## src/rtl/logic_gate_unit.sv

```systemverilog
// logic_gate_unit
//   Registered NUM_IN-operand, WIDTH-bit bitwise logic gate with a runtime
//   function select, a valid/ready handshake around a single output register,
//   and a built-in sweep sequencer that walks every operand combination
//   through the gate to emit a truth table.
//
// Parameters
//   WIDTH   bit width of each operand and of the result (1..32)
//   NUM_IN  number of operands (2..8)
//
// Ports
//   clk          rising-edge clock
//   rst_n        asynchronous active-low reset
//   op           000 AND, 001 OR, 010 NAND, 011 NOR, 100 XOR, 101 XNOR,
//                110 BUF(operand0), 111 NOT(operand0)
//   in_valid     in_data/op valid
//   in_ready     unit accepts input this cycle
//   in_data      operand k = in_data[k*WIDTH +: WIDTH]
//   out_valid    out_y valid
//   out_ready    downstream accepts out_y
//   out_y        registered result
//   sweep_start  single-cycle pulse, starts the truth-table sweep (IDLE only)
//   sweep_busy   sweep in progress
//   sweep_done   one-cycle pulse after the last sweep vector is accepted
//   xfer_count   (LGU_STATS_EN only) saturating count of output transfers
//
// Build option
//   LGU_STATS_EN  when defined, adds the 16-bit xfer_count output port.

module logic_gate_unit #(
    parameter int unsigned WIDTH  = 8,
    parameter int unsigned NUM_IN = 2
) (
    input  logic                     clk,
    input  logic                     rst_n,
    input  logic [2:0]               op,
    input  logic                     in_valid,
    output logic                     in_ready,
    input  logic [NUM_IN*WIDTH-1:0]  in_data,
    output logic                     out_valid,
    input  logic                     out_ready,
    output logic [WIDTH-1:0]         out_y,
    input  logic                     sweep_start,
    output logic                     sweep_busy,
    output logic                     sweep_done
`ifdef LGU_STATS_EN
    ,
    output logic [15:0]              xfer_count
`endif
);

    typedef enum logic [1:0] {
        S_IDLE,
        S_SWEEP,
        S_DONE
    } state_t;

    // Counter value of the final sweep vector (2^NUM_IN - 1).
    localparam logic [NUM_IN:0] LAST_VEC = {1'b0, {NUM_IN{1'b1}}};

    state_t                    state;
    state_t                    state_nxt;
    logic [2:0]                op_s;
    logic [NUM_IN:0]           cnt;

    logic                      can_load;
    logic                      load;
    logic [2:0]                sel_op;
    logic [NUM_IN*WIDTH-1:0]   sel_data;
    logic [WIDTH-1:0]          acc_and;
    logic [WIDTH-1:0]          acc_or;
    logic [WIDTH-1:0]          acc_xor;
    logic [WIDTH-1:0]          gate_y;

    // Output register can take a new value when empty or draining this cycle.
    assign can_load = !out_valid || out_ready;
    assign in_ready = !sweep_busy && can_load;
    assign load     = sweep_busy ? can_load : (in_valid && in_ready);

    // ------------------------------------------------------------------
    // Sweep FSM
    // ------------------------------------------------------------------
    always_ff @(posedge clk or negedge rst_n) begin
        if (!rst_n) begin
            state <= S_IDLE;
        end else begin
            state <= state_nxt;
        end
    end

    always_comb begin
        state_nxt  = state;
        sweep_busy = 1'b0;
        sweep_done = 1'b0;
        case (state)
            S_IDLE: begin
                if (sweep_start) begin
                    state_nxt = S_SWEEP;
                end
            end
            S_SWEEP: begin
                sweep_busy = 1'b1;
                if (can_load && (cnt == LAST_VEC)) begin
                    state_nxt = S_DONE;
                end
            end
            S_DONE: begin
                sweep_done = 1'b1;
                state_nxt  = S_IDLE;
            end
            default: begin
                state_nxt = S_IDLE;
            end
        endcase
    end

    always_ff @(posedge clk or negedge rst_n) begin
        if (!rst_n) begin
            op_s <= '0;
            cnt  <= '0;
        end else if ((state == S_IDLE) && sweep_start) begin
            op_s <= op;
            cnt  <= '0;
        end else if (sweep_busy && can_load) begin
            cnt <= cnt + 1'b1;
        end
    end

    // ------------------------------------------------------------------
    // Operand source: external bus, or the sweep counter with bit k of
    // the counter replicated across operand k.
    // ------------------------------------------------------------------
    always_comb begin
        sel_op   = op;
        sel_data = in_data;
        if (sweep_busy) begin
            sel_op = op_s;
            for (int unsigned k = 0; k < NUM_IN; k++) begin
                sel_data[k*WIDTH +: WIDTH] = {WIDTH{cnt[k]}};
            end
        end
    end

    // ------------------------------------------------------------------
    // Bitwise gate across all operands
    // ------------------------------------------------------------------
    always_comb begin
        acc_and = '1;
        acc_or  = '0;
        acc_xor = '0;
        for (int unsigned k = 0; k < NUM_IN; k++) begin
            acc_and = acc_and & sel_data[k*WIDTH +: WIDTH];
            acc_or  = acc_or  | sel_data[k*WIDTH +: WIDTH];
            acc_xor = acc_xor ^ sel_data[k*WIDTH +: WIDTH];
        end
        case (sel_op)
            3'b000:  gate_y = acc_and;
            3'b001:  gate_y = acc_or;
            3'b010:  gate_y = ~acc_and;
            3'b011:  gate_y = ~acc_or;
            3'b100:  gate_y = acc_xor;
            3'b101:  gate_y = ~acc_xor;
            3'b110:  gate_y = sel_data[WIDTH-1:0];
            default: gate_y = ~sel_data[WIDTH-1:0];
        endcase
    end

    // ------------------------------------------------------------------
    // Output register
    // ------------------------------------------------------------------
    always_ff @(posedge clk or negedge rst_n) begin
        if (!rst_n) begin
            out_valid <= 1'b0;
            out_y     <= '0;
        end else if (load) begin
            out_valid <= 1'b1;
            out_y     <= gate_y;
        end else if (out_ready) begin
            out_valid <= 1'b0;
        end
    end

`ifdef LGU_STATS_EN
    always_ff @(posedge clk or negedge rst_n) begin
        if (!rst_n) begin
            xfer_count <= '0;
        end else if (out_valid && out_ready && (xfer_count != 16'hFFFF)) begin
            xfer_count <= xfer_count + 16'd1;
        end
    end
`endif

endmodule

```

## config.mk

```make
export PLATFORM = sky130hd
export DESIGN_NAME = logic_gate_unit
export DESIGN_NICKNAME = d
export VERILOG_FILES = /design/src/rtl/logic_gate_unit.sv
export SDC_FILE = /design/constraint.sdc
export NUM_CORES = 1
export LEC_CHECK = 0
export ABC_AREA = 1
export BUFFER_PORTS_ARGS = -buffer_cell sky130_fd_sc_hd__buf_4
export CAP_MARGIN = 20
export CORE_ASPECT_RATIO = 0.75
export CORE_UTILIZATION = 40
export CTS_BUF_LIST = sky130_fd_sc_hd__clkbuf_16
export DETAILED_ROUTE_END_ITERATION = 12
export PLACE_DENSITY = 0.67
export SLEW_MARGIN = 20
export SYNTH_ARGS = -nofsm -noshare
export SYNTH_HDL_FRONTEND = slang
export SYNTH_SLANG_ARGS = --single-unit
```

## constraint.sdc

```tcl
create_clock -name clk -period 2.39 [get_ports clk]
set_clock_uncertainty 0.1 [all_clocks]
set_input_delay 0.478 -clock clk [delete_from_list [all_inputs] [get_ports clk]]
set_output_delay 0.478 -clock clk [all_outputs]
set_load 0.01 [all_outputs]
```

* After elaboration in Yosys (flattened, before gate mapping)
Index checks and enable logic that the tools add are counted.
** Cells by class
- $add $sub $neg :: 1
- Eq/ne operators :: 11
- Multiplexer cells :: 13
- Bitwise operators :: 7
- Reduce and logical (&&, ||, !) cells :: 13
** Operators with widths (count)
- $pmux W8 S7 :: 1
- $not A8 Y8 :: 4
- $mux W16 :: 1
- $eq A3 B2 Y1 const B :: 3
- $eq A3 B3 Y1 const B :: 3
- $mux W3 :: 3
- $and A8 B8 Y8 :: 1
- $or A8 B8 Y8 :: 1
- $xor A8 B8 Y8 :: 1
- $logic_and A1 B1 Y1 :: 5
- $mux W1 :: 5
- $mux W2 :: 2
- $ne A2 B2 Y1 const B :: 2
- $pmux W2 S2 :: 1
- $reduce_bool A2 Y1 :: 2
- $add A3 B1 Y3 const B :: 1
- $eq A3 B1 Y1 const B :: 1
- $logic_not A3 Y1 :: 1
- $eq A2 B1 Y1 const B :: 1
- $eq A2 B2 Y1 const B :: 1
- $logic_not A1 Y1 :: 2
- $logic_not A2 Y1 :: 1
- $reduce_and A2 Y1 :: 1
- $logic_or A1 B1 Y1 :: 1
** Word-level totals
- Bits in registers :: 17
- Bits of input ports :: 24
- Output and inout port bits :: 12
- Logic and storage cells :: 50

* Logic depth before layout (Yosys ltp)
- Depth in word-level cells :: 7
- Depth in mapped cells :: 14
- Gate-level depth less buffers :: 14

* Least setup slack after synthesis
Ideal clock, no wire load.
- Path type :: register -> register
- Start :: register state[0]
- End :: register out_y[7]
- Arrival time :: 1763 ps
- Required time :: 2173 ps
- Setup slack :: 410 ps
- Cell stages (with the launch flop) :: 13
- Path buffers :: 1
- Period minus slack after synthesis :: 1980 ps
- Cells stage by stage :: dfrtp_1 inv_2 nor2_4 clkbuf_1 o21ai_0 ha_1 inv_1 o211ai_1 nand2_1 inv_1 nand2_1 nand2_1 nand2_1
** On the way
- Word-level cells in the longest chain between the ends :: 6
** Ends and longest elaborated chain
- start: declaration :: RTL line 61 : state_t state;
- start signal: assignment :: RTL line 87 : state <= state_nxt;
- $eq A2 B1 Y1 (*) :: RTL line 95 : case (state)
- $mux W1 (*) :: RTL line 95
- via sweep_busy :: RTL line 44 : output logic sweep_busy,
- $mux W16 or $logic_not A1 Y1 (tied branches) :: RTL line 136, 77
- $xor A8 B8 Y8 (tied with other cells) :: RTL line 154 : acc_xor = acc_xor ^ sel_data[k*WIDTH +: WIDTH];
- $not A8 Y8 (tied with other cells) :: RTL line 162 : 3'b101: gate_y = ~acc_xor;
- $pmux W8 S7 or $mux W1 (tied branches) :: RTL line 156, 78
- end signal: assignment :: RTL line 177 : out_y <= gate_y;
- end: declaration :: RTL line 42 : output logic [WIDTH-1:0] out_y,
Mark *: on every way through the listed nets, which the timed path passes. The rest lies on a longest branch.
A chain may end at the register's enable or synchronous reset.

* Worst setup path in the final report
- Start :: register state[0]
- End :: register out_y[4]
** On the way
- Word-level cells in the longest chain between the ends :: 6
** Ends and longest elaborated chain (RTL line)
- $eq A2 B1 Y1 (*) :: 95
- $mux W1 (*) :: 95
- $mux W16 or $logic_not A1 Y1 (tied branches) :: 136, 77
- $xor A8 B8 Y8 (tied with other cells) :: 154
- $not A8 Y8 (tied with other cells) :: 162
- $pmux W8 S7 or $mux W1 (tied branches) :: 156, 78
Mark *: on every way between the ends. The rest lies on a longest branch, timed or not.

==> summary.txt <==
Outcome
  • Status: finished, final reports clean

Cells and area
  • Layout Nets: 409
  • Util after Layout: 51.9%
  • N_diodes: 0
  • Register area: 425 sq um
  • Non-Filler Instances: 424
  • Share of post-route cells with drive strength above 1: 16.6%
  • Number of fill cells: 468
  • Area of the multi-input gates: 1230 sq um
  • Area Overhead vs Synth: 21.2%

Drt
  • First-pass DRT Iterations: 4
  • Via count: 2097
  • WL/cell: 12.5 microns
  • Via density per instance: 4.95
  • Final wirelength: 5310 microns
  • Detailed router's first-iteration violation count: 164
  • # DRC: 0
  • Final ANT Viol Nets: 0

Setup path
  • Crit path max-delay family: simple AND/OR/NAND/NOR gates
  • Max incr delay on CP: 0.45 ns
  • Worst path arrival time: 2.16 ns
  • Critical-path cell list: inv_2 -> nor2_4 -> nand2_1 -> o21ai_0 -> inv_1 -> ha_1 -> inv_1 -> nand2_1 -> nand2_1 -> inv_1 -> nor2_1 -> nand2_1 -> nand2_1 -> nand2_1
  • Req. time, crit path: 2.43 ns
  • Startpoint Class: flop
  • Worst r2r src: state[0]$_DFFE_PN0P_
  • Buf+Inv Stages, Crit Path: 4
  • Crit path max fanout: 8
  • Worst r2r dst: out_y[4]$_DFFE_PN0P_
  • Crit end category: flop
  • Most frequent CP cell: nand2_1
  • Reg2Reg Depth: 14
  • Worst setup path class: reg2reg
  • Worst R2R Setup Slack: 0.27 ns
  • Critical-path top delay cell: dfrtp_1

CTS
  • CTS HTree Levels: 1
  • Clk sinks: 17
  • Clk slew on worst S/H paths: 0.06 ns
  • Buffer depth of the longest clock path: 2
  • CTS tree: built
  • CTS Root Cell: clkbuf_16
  • CTS buffer count: 3
  • Worst skew pair latency: 0.25 ns

Timing
  • Final setup violation count: 0
  • Relative slew slack: 73.1%
  • Min cycle time layout: 2.12 ns
  • Setup slack after layout: 0.269 ns
  • F_max: 0.471 GHz
  • WHS: 0.363 ns
  • Worst slew pin tran: 0.402 ns
  • RSZ-0062 raised after global routing: false
  • Post-route clock period utilization: 88.8%
  • Final setup TNS: 0 ns
  • Hold Violations, Final: 0
  • Max-slew violations: 0

Placement
  • Dpl cells: 419
  • Pre-CTS WS: 0.220 ns
  • GPL Wtd Cong: 0.857
  • IO Port Bufs: 35
  • Hpwl dp: 3810 microns

Global routing
  • Largest net degree at the start of global routing: 25
  • Vias in the first global route: 1915
  • Initial antenna violation count: 0
  • Overflow after GRT: 0
  • GRT Total Usage: 21.5%
  • First-pass GRT wire length: 9170 microns

Power and ir drop
  • Pwr dens: 1610 nW/um^2
  • NetSw: 2.17 mW
  • Switching Share: 56.5%
  • Combinational power share: 76.8%
  • Clk pwr share: 9.3%
  • Int Pwr: 1.67 mW
  • Leakage: 1.48 nW
  • Worst VDD drop: 0.756 mV
  • Sequential fraction of design power: 13.9%

Run
  • Max cap viols: 0

Floorplan
  • Vert. Die Dim: 62.7 microns
  • Num ports: 36
  • Rows: 21
  • Initial Utilization: 42.8%
  • Full die area: 5210 sq um
  • Chip Width: 83.0 microns
  • Core box area: 4600 sq um

Yosys
  • Synth Instances: 332
  • Synthesized cell area: 1970 sq um
  • Avg Cell Area, Syn: 5.93 sq um
  • Post-synthesis sequential area ratio: 21.6%
  • Synth Register Bits: 17
  • Mapped Nets: 373
  • Post-synthesis cell type count: 21
  • Yosys Warn Count: 0

Min path
  • Hold wc startpoint: in_valid
  • Hold Path End: out_valid$_DFFE_PN0P_
  • WHS Path Cells: 3
  • HP Class: in2reg
## cells in the final DEF, fill, tap and decap left out, types with 2 or more instances in the layout
cell type  synthesis  layout
a21oi_1            9       9
buf_4              3      42
clkbuf_16          0       3
dfrtp_1           17      17
ha_1              17      17
inv_1             65      65
inv_2              2       2
nand2_1          105     104
nand2_2            6       7
nand2_4            2       2
nand3_1           37      37
nand3b_1           3       3
nand4_1           16      16
nor2_1            21      21
nor2_4             3       3
o21ai_0           12      12
o21ai_1            2       2
## area by class of cell
cell class / instances / area share [%]
multi-input cells: 236 / 51.5
flip-flops and latches: 17 / 17.8
repair buffers: 43 / 13.6
inverters: 67 / 10.5
clock buffers: 3 / 3.15
well taps: 57 / 2.99
clock inverters: 1 / 0.315
## worst reg2reg max path, cell delays in order, from the launching register on
cell,delay [ns]
dfrtp_1,0.45
inv_2,0.08
nor2_4,0.16
nand2_1,0.25
o21ai_0,0.19
inv_1,0.07
ha_1,0.19
inv_1,0.05
nand2_1,0.04
nand2_1,0.06
inv_1,0.03
nor2_1,0.10
nand2_1,0.06
nand2_1,0.11
nand2_1,0.07
## cells in the mapped netlist, drive strengths merged
cell	number	area share [%]
nand2	113	23
inv	67	13
o22ai	1	0.32
a21oi	9	2.3
nor2	24	5.7
clkbuf	2	0.38
o211ai	1	0.38
nand3	38	9.9
buf	10	2.9
o21ai	14	3.6
nand3b	3	1.1
ha	17	11
nand4	16	5.1
dfrtp	17	22
## registers in the layout, indices dropped and copies added (netlist names)
register,cells
out_valid,1
state,2
out_y,8
op_s,3
cnt,3
## power groups by stage
stage	sequential (mW)	clock [mW]	combinational [mW]
final	0.534	0.356	2.95
after global routing	0.550	0.367	3.39
after CTS	0.533	0.357	2.93
after detailed placement	0.535	0	2.91
after global placement	0.536	0	2.86
after floorplan	0.544	0	2.16
## logic make-up (layout without fill, tap and decap cells)
group | after synthesis | after routing | synth area share, %
AND/OR/NAND/NOR | 194 | 194 | 44.9
flip-flops | 17 | 17 | 21.6
AO/OA/AOI/OAI | 25 | 25 | 6.55
buffers and inverters | 79 | 114 | 16.1
adder cells (fa/ha/maj) | 17 | 17 | 10.8
## through the flow
stage / instance area [sq um] / power (mW)
5_1_grt: 2380 / 4.31
2_1_floorplan: 1970 / 2.70
3_5_place_dp: 2290 / 3.44
3_3_place_gp: 2290 / 3.40
6_report: 2380 / 3.84
4_1_cts: 2380 / 3.82
## worst max-delay path by stage
stage,end,cells past startpoint,startpoint,slack (ns)
finish,out_y[4]$_DFFE_PN0P_,14,state[0]$_DFFE_PN0P_,0.27
global route,out_y[4]$_DFFE_PN0P_,14,state[0]$_DFFE_PN0P_,0.02
CTS,out_y[4]$_DFFE_PN0P_,13,state[0]$_DFFE_PN0P_,0.19
detailed placement,out_y[4]$_DFFE_PN0P_,13,state[0]$_DFFE_PN0P_,0.22
global placement,out_y[7]$_DFFE_PN0P_,13,state[0]$_DFFE_PN0P_,0.30
floorplan,out_y[7]$_DFFE_PN0P_,12,state[0]$_DFFE_PN0P_,0.41
## layer usage
metal	up-vias	wire (microns)	GRT usage [%]
li1	1107	-	-
met1	926	2670	31.3
met2	62	2320	34.5
met3	2	311	2.91
met4	0	18	3.02
met5	-	0	0
## timing repair
action | 4_1_cts | 5_1_grt
hold endpoints to repair | 17 | 0
buffers inserted | 0 | 0
gates resized for setup | 0 | 1
setup endpoints to repair | 0 | 3
hold buffers | 1 | 0
No activity file was read; power rests on OpenSTA's default activity.
